===== config.mk =====
export PLATFORM = sky130hd
export DESIGN_NAME = spi_master_ctrl
export DESIGN_NICKNAME = d
export VERILOG_FILES = /design/src/rtl/spi_master_ctrl.sv
export SDC_FILE = /design/constraint.sdc
export NUM_CORES = 1
export LEC_CHECK = 0
export BUFFER_PORTS_ARGS = -buffer_cell sky130_fd_sc_hd__buf_2
export CORE_MARGIN = 2
export CORE_UTILIZATION = 30
export CTS_CLUSTER_DIAMETER = 80
export DETAILED_ROUTE_END_ITERATION = 8
export PLACE_DENSITY = 0.59
export SYNTH_ARGS = -nofsm -noshare
export SYNTH_HDL_FRONTEND = slang
export SYNTH_SLANG_ARGS = --single-unit

===== constraint.sdc =====
create_clock -name clk -period 4.3 [get_ports clk]
set_input_delay 0.215 -clock clk [delete_from_list [all_inputs] [get_ports clk]]
set_output_delay 0.215 -clock clk [all_outputs]
set_load 0.05 [all_outputs]

===== src/rtl/spi_master_ctrl.sv =====
// SPI-style host initiator: serialises 10-bit commands on MOSI inside one SS_n-low frame and,
// for rd_data commands, captures the returned byte from MISO. Single clock, no separate SCLK.
module spi_master_ctrl #(
  parameter int unsigned LEAD_CYC = 1,
  parameter int unsigned RD_WAIT  = 3,
  parameter int unsigned GAP_CYC  = 2
) (
  input  logic       clk,
  input  logic       rst_n,
  input  logic       cmd_valid,
  input  logic [9:0] cmd_data,
  output logic       cmd_ready,
  output logic       rsp_valid,
  output logic [7:0] rsp_data,
  output logic       busy,
  output logic       SS_n,
  output logic       MOSI,
  input  logic       MISO
);

  typedef enum logic [2:0] {
    StIdle, StLead, StHdr, StShift, StWait, StRecv, StGap
  } state_e;

  localparam logic [3:0] LeadLast    = 4'(LEAD_CYC - 1);
  localparam logic [3:0] WaitLast    = 4'(RD_WAIT - 1);
  localparam logic [3:0] GapLast     = 4'(GAP_CYC - 1);
  localparam logic [3:0] ShiftWrLast = 4'd10;
  localparam logic [3:0] ShiftRdLast = 4'd9;
  localparam logic [3:0] RecvLast    = 4'd7;

  state_e     state_q, state_d;
  logic [3:0] cnt_q, cnt_d;
  logic [9:0] sr_q, sr_d;
  logic [7:0] rsp_sr_q, rsp_sr_d;
  logic [7:0] rsp_data_q, rsp_data_d;
  logic       rsp_valid_q, rsp_valid_d;
  logic       ss_n_q, ss_n_d;
  logic       mosi_q, mosi_d;
  logic       cmd_ready_q, cmd_ready_d;
  logic       busy_q, busy_d;
  logic [3:0] bit_idx;
  logic       accept;
  logic       rd_op;

  assign accept = cmd_valid & cmd_ready_q;
  assign rd_op  = sr_q[9] & sr_q[8];

  // State register
  always_ff @(posedge clk or negedge rst_n) begin
    if (!rst_n) begin
      state_q <= StIdle;
      cnt_q   <= 4'd0;
    end else begin
      state_q <= state_d;
      cnt_q   <= cnt_d;
    end
  end

  // Next-state logic
  always_comb begin
    state_d = state_q;
    unique case (state_q)
      StIdle:  if (accept) state_d = StLead;
      StLead:  if (cnt_q == LeadLast) state_d = StHdr;
      StHdr:   state_d = StShift;
      StShift: begin
        if (rd_op && cnt_q == ShiftRdLast) state_d = StWait;
        else if (!rd_op && cnt_q == ShiftWrLast) state_d = StGap;
      end
      StWait:  if (cnt_q == WaitLast) state_d = StRecv;
      StRecv:  if (cnt_q == RecvLast) state_d = StGap;
      StGap:   if (cnt_q == GapLast) state_d = StIdle;
      default: state_d = StIdle;
    endcase
    // Per-state cycle counter; saturates instead of wrapping.
    if (state_d != state_q) cnt_d = 4'd0;
    else if (cnt_q == 4'hf) cnt_d = cnt_q;
    else                    cnt_d = cnt_q + 4'd1;
  end

  // Next values of the registered outputs, decoded from the upcoming state
  always_comb begin
    ss_n_d      = 1'b1;
    mosi_d      = 1'b0;
    bit_idx     = 4'd9 - cnt_d;
    cmd_ready_d = (state_d == StIdle);
    busy_d      = (state_d != StIdle);
    sr_d        = accept ? cmd_data : sr_q;
    rsp_sr_d    = rsp_sr_q;
    rsp_data_d  = rsp_data_q;
    rsp_valid_d = 1'b0;
    unique case (state_d)
      StIdle, StGap: ss_n_d = 1'b1;
      StHdr: begin
        ss_n_d = 1'b0;
        mosi_d = sr_q[9];
      end
      StShift: begin
        ss_n_d = 1'b0;
        if (cnt_d <= 4'd9) mosi_d = sr_q[bit_idx];
      end
      default: ss_n_d = 1'b0;
    endcase
    if (state_q == StRecv) begin
      rsp_sr_d = {rsp_sr_q[6:0], MISO};
      if (cnt_q == RecvLast) begin
        rsp_data_d  = {rsp_sr_q[6:0], MISO};
        rsp_valid_d = 1'b1;
      end
    end
  end

  always_ff @(posedge clk or negedge rst_n) begin
    if (!rst_n) begin
      ss_n_q      <= 1'b1;
      mosi_q      <= 1'b0;
      cmd_ready_q <= 1'b1;
      busy_q      <= 1'b0;
      sr_q        <= 10'd0;
      rsp_sr_q    <= 8'd0;
      rsp_data_q  <= 8'd0;
      rsp_valid_q <= 1'b0;
    end else begin
      ss_n_q      <= ss_n_d;
      mosi_q      <= mosi_d;
      cmd_ready_q <= cmd_ready_d;
      busy_q      <= busy_d;
      sr_q        <= sr_d;
      rsp_sr_q    <= rsp_sr_d;
      rsp_data_q  <= rsp_data_d;
      rsp_valid_q <= rsp_valid_d;
    end
  end

  assign SS_n      = ss_n_q;
  assign MOSI      = mosi_q;
  assign cmd_ready = cmd_ready_q;
  assign busy      = busy_q;
  assign rsp_data  = rsp_data_q;
  assign rsp_valid = rsp_valid_q;

endmodule

==> results.sh, run 1 <==
export IMPL_core_um2=6240
export IMPL_crit_path_end_kind="flip-flop"
export IMPL_ant_nets=0
export IMPL_r2r_start="cnt_q[1]"
export IMPL_power_density_nw_per_um2=723
export IMPL_drt_first_iter_violations=44
export IMPL_synth_edf_count=0
export IMPL_drive_gt1_frac=0.375
export IMPL_antenna_cells=0
export IMPL_clock_fmax_ghz=0.299
export IMPL_layout_commonest_cell="dfrtp_1"
export IMPL_nFillCells=648
export IMPL_grt_max_degree=38
export IMPL_drv_slew=0
export IMPL_p_int_uw=927
export IMPL_synth_flop_cell="dfrtp_1"
export IMPL_cts_resized=0
export IMPL_tightestPinTransition_ns=0.794
export IMPL_routed_wl_mm=3.52
export IMPL_yosys_top_cells_area="dfrtp_1 (46%), mux2_2 (16%), ha_1 (3.3%)"
export IMPL_power_frac_comb=0.497
export IMPL_cts_root_buf="clkbuf_8"
export IMPL_area_growth_pct=14.8
export IMPL_synth_seq_cells=37
export IMPL_gr_total_overflow=0
export IMPL_crit_fanout=5
export IMPL_multiInputGateArea_um2=898
export IMPL_worst_slack_ns=0.961
export IMPL_final_area_um2=2180
export IMPL_ys_types=48
export IMPL_io_buffers=26
export IMPL_die_w_um=83.6
export IMPL_post_route_drc_count=0
export IMPL_grt_setup_unrepaired="false"
export IMPL_relSlewSlack=0.471
export IMPL_finalPower_mw=1.58
export IMPL_synth_warnings=0
export IMPL_drt_vias_per_instance=4.91
export IMPL_pwr_share_seq=0.354
export IMPL_cts_buffers=5
export IMPL_r2r_end="MOSI"
export IMPL_synthArstFlopShare=1.00
export IMPL_outcome="complete, no violations"
export IMPL_fp_dieH_um=83.6
export IMPL_cts_setup_buffers=0
export IMPL_fin_crit_ns=3.34
export IMPL_skew_ns=0.00960
export IMPL_finalHoldViolCount=0
export IMPL_grt_pass1_wl_mm=6.13
export IMPL_cts_tree="yes"
export IMPL_clk_latency_ns=0.29
export IMPL_setup_tns_ns=0
export IMPL_avgSynthCellArea_um2=11.7
export IMPL_seq_area_frac_synth=0.488
export IMPL_regArea_um2=928
export IMPL_cts_sinks=37
export IMPL_hp_class="in -> async"
export IMPL_finalCritPeriodShare=0.776
export IMPL_cellLeakagePower_nw=1.08
export IMPL_ctsHoldBuffers=0
export IMPL_place_area_um2=2100
export IMPL_layout_common_cells="dfrtp_1 (35), mux2_2 (27), buf_2 (26)"
export IMPL_power_frac_clock=0.149
export IMPL_clk_pin_slew_worst_paths_ns=0.07
export IMPL_initial_utilization=0.305
export IMPL_peakVddDrop_uv=344
export IMPL_grt_usage=0.108
export IMPL_switchingPower_uw=651
export IMPL_critical_path_required_ns=4.46
export IMPL_wl_per_cell_um=13.1
export IMPL_cp_start_kind="flip-flop"
export IMPL_die_area_um2=6990
export IMPL_num_vias=1320
export IMPL_io_pins=27
export IMPL_crit_type="reg -> reg"
export IMPL_place_gp_congestion=0.865
export IMPL_htreeDepth=2
export IMPL_setup_violations=0
export IMPL_nets=210
export IMPL_syn_nets=182
export IMPL_yosysTopAreaCell="dfrtp_1"
export IMPL_rows=29
export IMPL_place_hpwl_mm=2.63
export IMPL_r2r_slack_ns=0.96
export IMPL_yosysTopAreaCellShare=0.461
export IMPL_dp_slack_ns=0.989
export IMPL_syn_area_um2=1900
export IMPL_clk_path_buf_depth=2
export IMPL_grt_pass1_vias=1316
export IMPL_sw_frac_of_total=0.413
export IMPL_first_pass_iters=4
export IMPL_antenna_found_initial=0
export IMPL_syn_inst=163
export IMPL_max_cap_violations=0
export IMPL_critPathArrivalTime_ns=3.50
export IMPL_r2r_cells=14
## through the flow
stage / utilization / hold slack [ns] / instances
after global placement: 0.336 / 0.363 / 261
after CTS: 0.350 / 0.0538 / 269
after floorplan: - / -0.0806 / 163
after global routing: 0.350 / 0.0928 / 269
final: 0.350 / 0.0110 / 269
after detailed placement: 0.336 / 0.360 / 261
## state kept, by name (all words and copies together) (netlist names)
register	flops
sr_q	10
rsp_data	8
rsp_sr_q	7
cnt_q	4
state_q	3
MOSI	1
SS_n	1
busy	1
cmd_ready	1
rsp_valid	1
## synthesized netlist by cell type (2+ instances only)
| cell type | number |
|---|---|
| a21oi_1 | 2 |
| a221oi_1 | 2 |
| a22oi_1 | 2 |
| a31oi_1 | 2 |
| a32oi_1 | 2 |
| and3_1 | 3 |
| buf_2 | 3 |
| dfrtp_1 | 35 |
| dfstp_2 | 2 |
| ha_1 | 5 |
| inv_1 | 12 |
| mux2_2 | 27 |
| mux2i_1 | 2 |
| nand2_1 | 8 |
| nand3_1 | 5 |
| nand3b_1 | 2 |
| nor2_1 | 7 |
| nor2b_1 | 3 |
| o211ai_1 | 2 |
| o21ai_0 | 8 |
| xnor2_1 | 2 |
## worst max-delay path, cell delays in order, from the launching register on
cell      delay [ns]
dfrtp_1         0.41
inv_1           0.09
ha_1            0.22
and3_1          0.17
o211a_1         0.24
o21ba_2         0.22
a21o_2          0.19
or2_2           0.30
ha_1            0.35
and3_1          0.18
a32oi_1         0.23
a31oi_1         0.11
a31o_2          0.22
a311oi_1        0.19
o21ai_1         0.10
## logic make-up after synthesis
kind of cell / Yosys count / share of synthesized area
DFF: 37 / 0.488
and+or+nand+nor: 38 / 0.116
muxes: 29 / 0.170
adders and majority gates: 5 / 0.0329
buffers and inverters: 17 / 0.0395
AOI/OAI and AO/OA: 35 / 0.144
xor gates and xnor gates: 2 / 0.00921
## power by group through the flow
stage / logic, mW / registers [mW] / clock network (mW)
2_1_floorplan: 0.660 / 0.532 / 0
6_report: 0.784 / 0.559 / 0.235
5_1_grt: 0.878 / 0.578 / 0.260
3_3_place_gp: 0.775 / 0.565 / 0
3_5_place_dp: 0.780 / 0.567 / 0
4_1_cts: 0.786 / 0.560 / 0.242
## area by class of cell
type	instances	share of cell area
flip-flops and latches	37	0.425
multi-input cells	109	0.411
repair buffers	26	0.0596
well taps	77	0.0441
clock buffers	7	0.0350
inverters	12	0.0206
clock inverters	1	0.00401
## metal layers
metal  up-vias  wire [um]  GRT usage
li1        645          -          -
met1       645       1680      0.148
met2        24       1620      0.164
met3         6        167     0.0287
met4         0         59     0.0440
met5         -          0          0
## worst max-delay path by stage
stage	start	cells after the start	endpoint
CTS	cnt_q[1]	14	MOSI
finish	cnt_q[1]	14	MOSI
detailed placement	cnt_q[1]	14	MOSI
floorplan	cnt_q[1]	14	MOSI
global route	cnt_q[1]	14	MOSI
global placement	cnt_q[0]	14	MOSI
Note: power is estimated with default switching activity, not from simulation.
==> run 2, diff against run 1 <==
Settings changed: ABC_AREA set to 1, PLACE_DENSITY 0.59 to 0.61.
Clock period 4.3 ns to 3.07 ns, I/O delays scaled along.
==> results.sh, run 2 <==
export IMPL_top_usage_layer="met2"
export IMPL_first_pass_iters=4
export IMPL_p_int_mw=1.07
export IMPL_worst_slack_ns=0.497
export IMPL_cts_sinks=37
export IMPL_post_synth_top_count_cell="nand2_1"
export IMPL_dp_slack_ns=0.508
export IMPL_drive_gt1_frac=0.252
export IMPL_setup_violations=0
export IMPL_finalNonFillerCells=317
export IMPL_synth_warnings=0
export IMPL_layout_common_cells="nand2_1 (45), dfrtp_1 (35), inv_1 (26), buf_2 (26)"
export IMPL_routed_wl_mm=3.53
export IMPL_fin_crit_ns=2.57
export IMPL_fp_dieH_um=83.1
export IMPL_final_area_um2=2180
export IMPL_grt_max_degree=38
export IMPL_yosys_top_cells_area="dfrtp_1 (47%), nand2_1 (9.0%), inv_1 (5.2%)"
export IMPL_cts_resized=0
export IMPL_power_density_nw_per_um2=875
export IMPL_crit_path_end_kind="flip-flop"
export IMPL_synth_flop_cell="dfrtp_1"
export IMPL_cp_top_family="simple AND/OR/NAND/NOR gates"
export IMPL_power_frac_clock=0.181
export IMPL_finalPower_mw=1.91
export IMPL_cellLeakagePower_nw=1.13
export IMPL_hold_depth=2
export IMPL_path_common_cell="nand2_1"
export IMPL_grt_util_met1=0.140
export IMPL_hp_class="in -> reg"
export IMPL_worstPathCellList="nand2_1 > nand2_1 > nand2_1 > nand2_1 > o211ai_4 > nand3_1 > ha_1 > inv_1 > nand2_1 > nand3b_1 > a21oi_1 > nand2_1 > nand2_1"
export IMPL_syn_inst=211
export IMPL_grt_util_met3=0.0239
export IMPL_nets=260
export IMPL_met2_usage=0.184
export IMPL_tightestPinTransition_ns=0.801
export IMPL_syn_nets=230
export IMPL_layout_commonest_cell="nand2_1"
export IMPL_cts_tree="yes"
export IMPL_finalHoldViolCount=0
export IMPL_setup_tns_ns=0
export IMPL_path_depth=13
export IMPL_cts_buffers=5
export IMPL_io_buffers=26
export IMPL_grt_pass1_wl_mm=6.26
export IMPL_gr_total_overflow=0
export IMPL_hold_ws_ns=0.0851
export IMPL_grt_setup_unrepaired="false"
export IMPL_rows=28
export IMPL_sw_frac_of_total=0.440
export IMPL_r2r_cells=13
export IMPL_clk_pin_slew_worst_paths_ns=0.07
export IMPL_finalCritPeriodShare=0.838
export IMPL_place_area_um2=2080
export IMPL_synth_edf_count=0
export IMPL_htreeDepth=2
export IMPL_critical_path_buf_inv_count=1
export IMPL_die_w_um=83.1
export IMPL_yosys_top_cells_count="nand2_1 (45), dfrtp_1 (35), inv_1 (26)"
export IMPL_syn_area_um2=1880
export IMPL_slowest_delay_ns=0.42
export IMPL_grt_usage=0.111
export IMPL_synthArstFlopShare=1.00
export IMPL_r2r_start="cmd_ready"
export IMPL_avgSynthCellArea_um2=8.89
export IMPL_drv_slew=0
export IMPL_num_vias=1425
export IMPL_largest_reg_flops=10
export IMPL_outcome="complete, no violations"
export IMPL_pwr_share_seq=0.369
export IMPL_ant_nets=0
export IMPL_core_um2=5990
export IMPL_skew_ns=0.00710
export IMPL_clk_latency_ns=0.30
export IMPL_top_register="sr_q"
export IMPL_initial_utilization=0.313
export IMPL_final_util=0.364
export IMPL_drt_vias_per_instance=4.50
export IMPL_whs_endpoint="sr_q[4]"
export IMPL_crit_type="reg -> reg"
export IMPL_yosysTopAreaCellShare=0.467
export IMPL_peakVddDrop_uv=323
export IMPL_area_growth_pct=16.3
export IMPL_io_pins=27
export IMPL_drt_first_iter_violations=50
export IMPL_cts_root_buf="clkbuf_8"
export IMPL_antenna_cells=0
export IMPL_placed_cells=308
export IMPL_r2r_end="MOSI"
export IMPL_relSlewSlack=0.466
export IMPL_antenna_found_initial=0
export IMPL_place_hpwl_mm=2.72
export IMPL_power_frac_comb=0.450
export IMPL_max_cap_violations=0
export IMPL_cp_slowest_cell="nand2_1"
export IMPL_place_gp_congestion=0.848
export IMPL_cp_start_kind="flip-flop"
export IMPL_ys_types=29
export IMPL_clock_fmax_ghz=0.389
export IMPL_min_from="cmd_data[4]"
export IMPL_switchingPower_uw=839
export IMPL_critical_path_required_ns=3.31
export IMPL_critPathArrivalTime_ns=2.81
export IMPL_post_route_drc_count=0
export IMPL_wl_per_cell_um=11.1
export IMPL_r2r_slack_ns=0.50
export IMPL_crit_fanout=14
export IMPL_seq_area_frac_synth=0.495
export IMPL_die_area_um2=6900
export IMPL_yosysTopAreaCell="dfrtp_1"
export IMPL_synth_seq_cells=37
export IMPL_grt_pass1_vias=1409
export IMPL_clk_path_buf_depth=2
-- run 2: cell type report --
type	instances	area, um2
Timing Repair Buffer	27	140
Sequential cell	37	928
Inverter	32	120
Multi-Input combinational cell	138	808
Tap cell	75	93.8
Clock buffer	5	68.8
Clock inverter	3	22.5
Fill cell	612	3810
-- run 2: metal layers --
| metal | up-vias | share of wire |
|---|---|---|
| met4 | 0 | 0.023 |
| met3 | 7 | 0.037 |
| met5 | - | 0 |
| li1 | 742 | - |
| met2 | 25 | 0.48 |
| met1 | 651 | 0.46 |
-- run 2: worst register-to-register path, stage by stage, from the launching register on --
cell	delay, ns
dfstp_2	0.37
nand2_1	0.42
nand2_1	0.11
nand2_1	0.10
nand2_1	0.08
o211ai_4	0.33
nand3_1	0.20
ha_1	0.34
inv_1	0.09
nand2_1	0.05
nand3b_1	0.17
a21oi_1	0.14
nand2_1	0.06
nand2_1	0.05
-- run 2: repair_timing --
item / 4_1_cts / 5_1_grt
buffers inserted: 0 / 0
endpoints found under the hold margin: 35 / 0
hold buffers: 1 / 0
setup endpoints to repair: 0 / 0
-- run 2: worst max path at each step --
| stage | slack, ns | startpoint | to |
|---|---|---|---|
| 2_1_floorplan | 0.84 | cnt_q[1] | MOSI |
| 3_3_place_gp | 0.61 | cmd_ready | MOSI |
| 6_report | 0.50 | cmd_ready | MOSI |
| 4_1_cts | 0.49 | cmd_ready | MOSI |
| 5_1_grt | 0.23 | cmd_ready | MOSI |
| 3_5_place_dp | 0.51 | cmd_ready | MOSI |
-- run 2: power groups by stage --
stage | clock network [mW] | registers (mW) | logic (mW)
floorplan | 0 | 0.763 | 0.641
global placement | 0 | 0.713 | 0.851
detailed placement | 0 | 0.715 | 0.865
CTS | 0.355 | 0.705 | 0.869
global route | 0.373 | 0.719 | 0.974
finish | 0.346 | 0.703 | 0.859
-- run 2: cell families after synthesis --
logic type               after synthesis  share of synthesized area
AO/OA/AOI/OAI                         27                     0.0847
XOR/XNOR                               2                    0.00934
adder cells (fa/ha/maj)                5                     0.0334
buffers and inverters                 36                     0.0740
flip-flops                            37                      0.495
multiplexers                           7                     0.0420
AND/OR/NAND/NOR                       97                      0.262
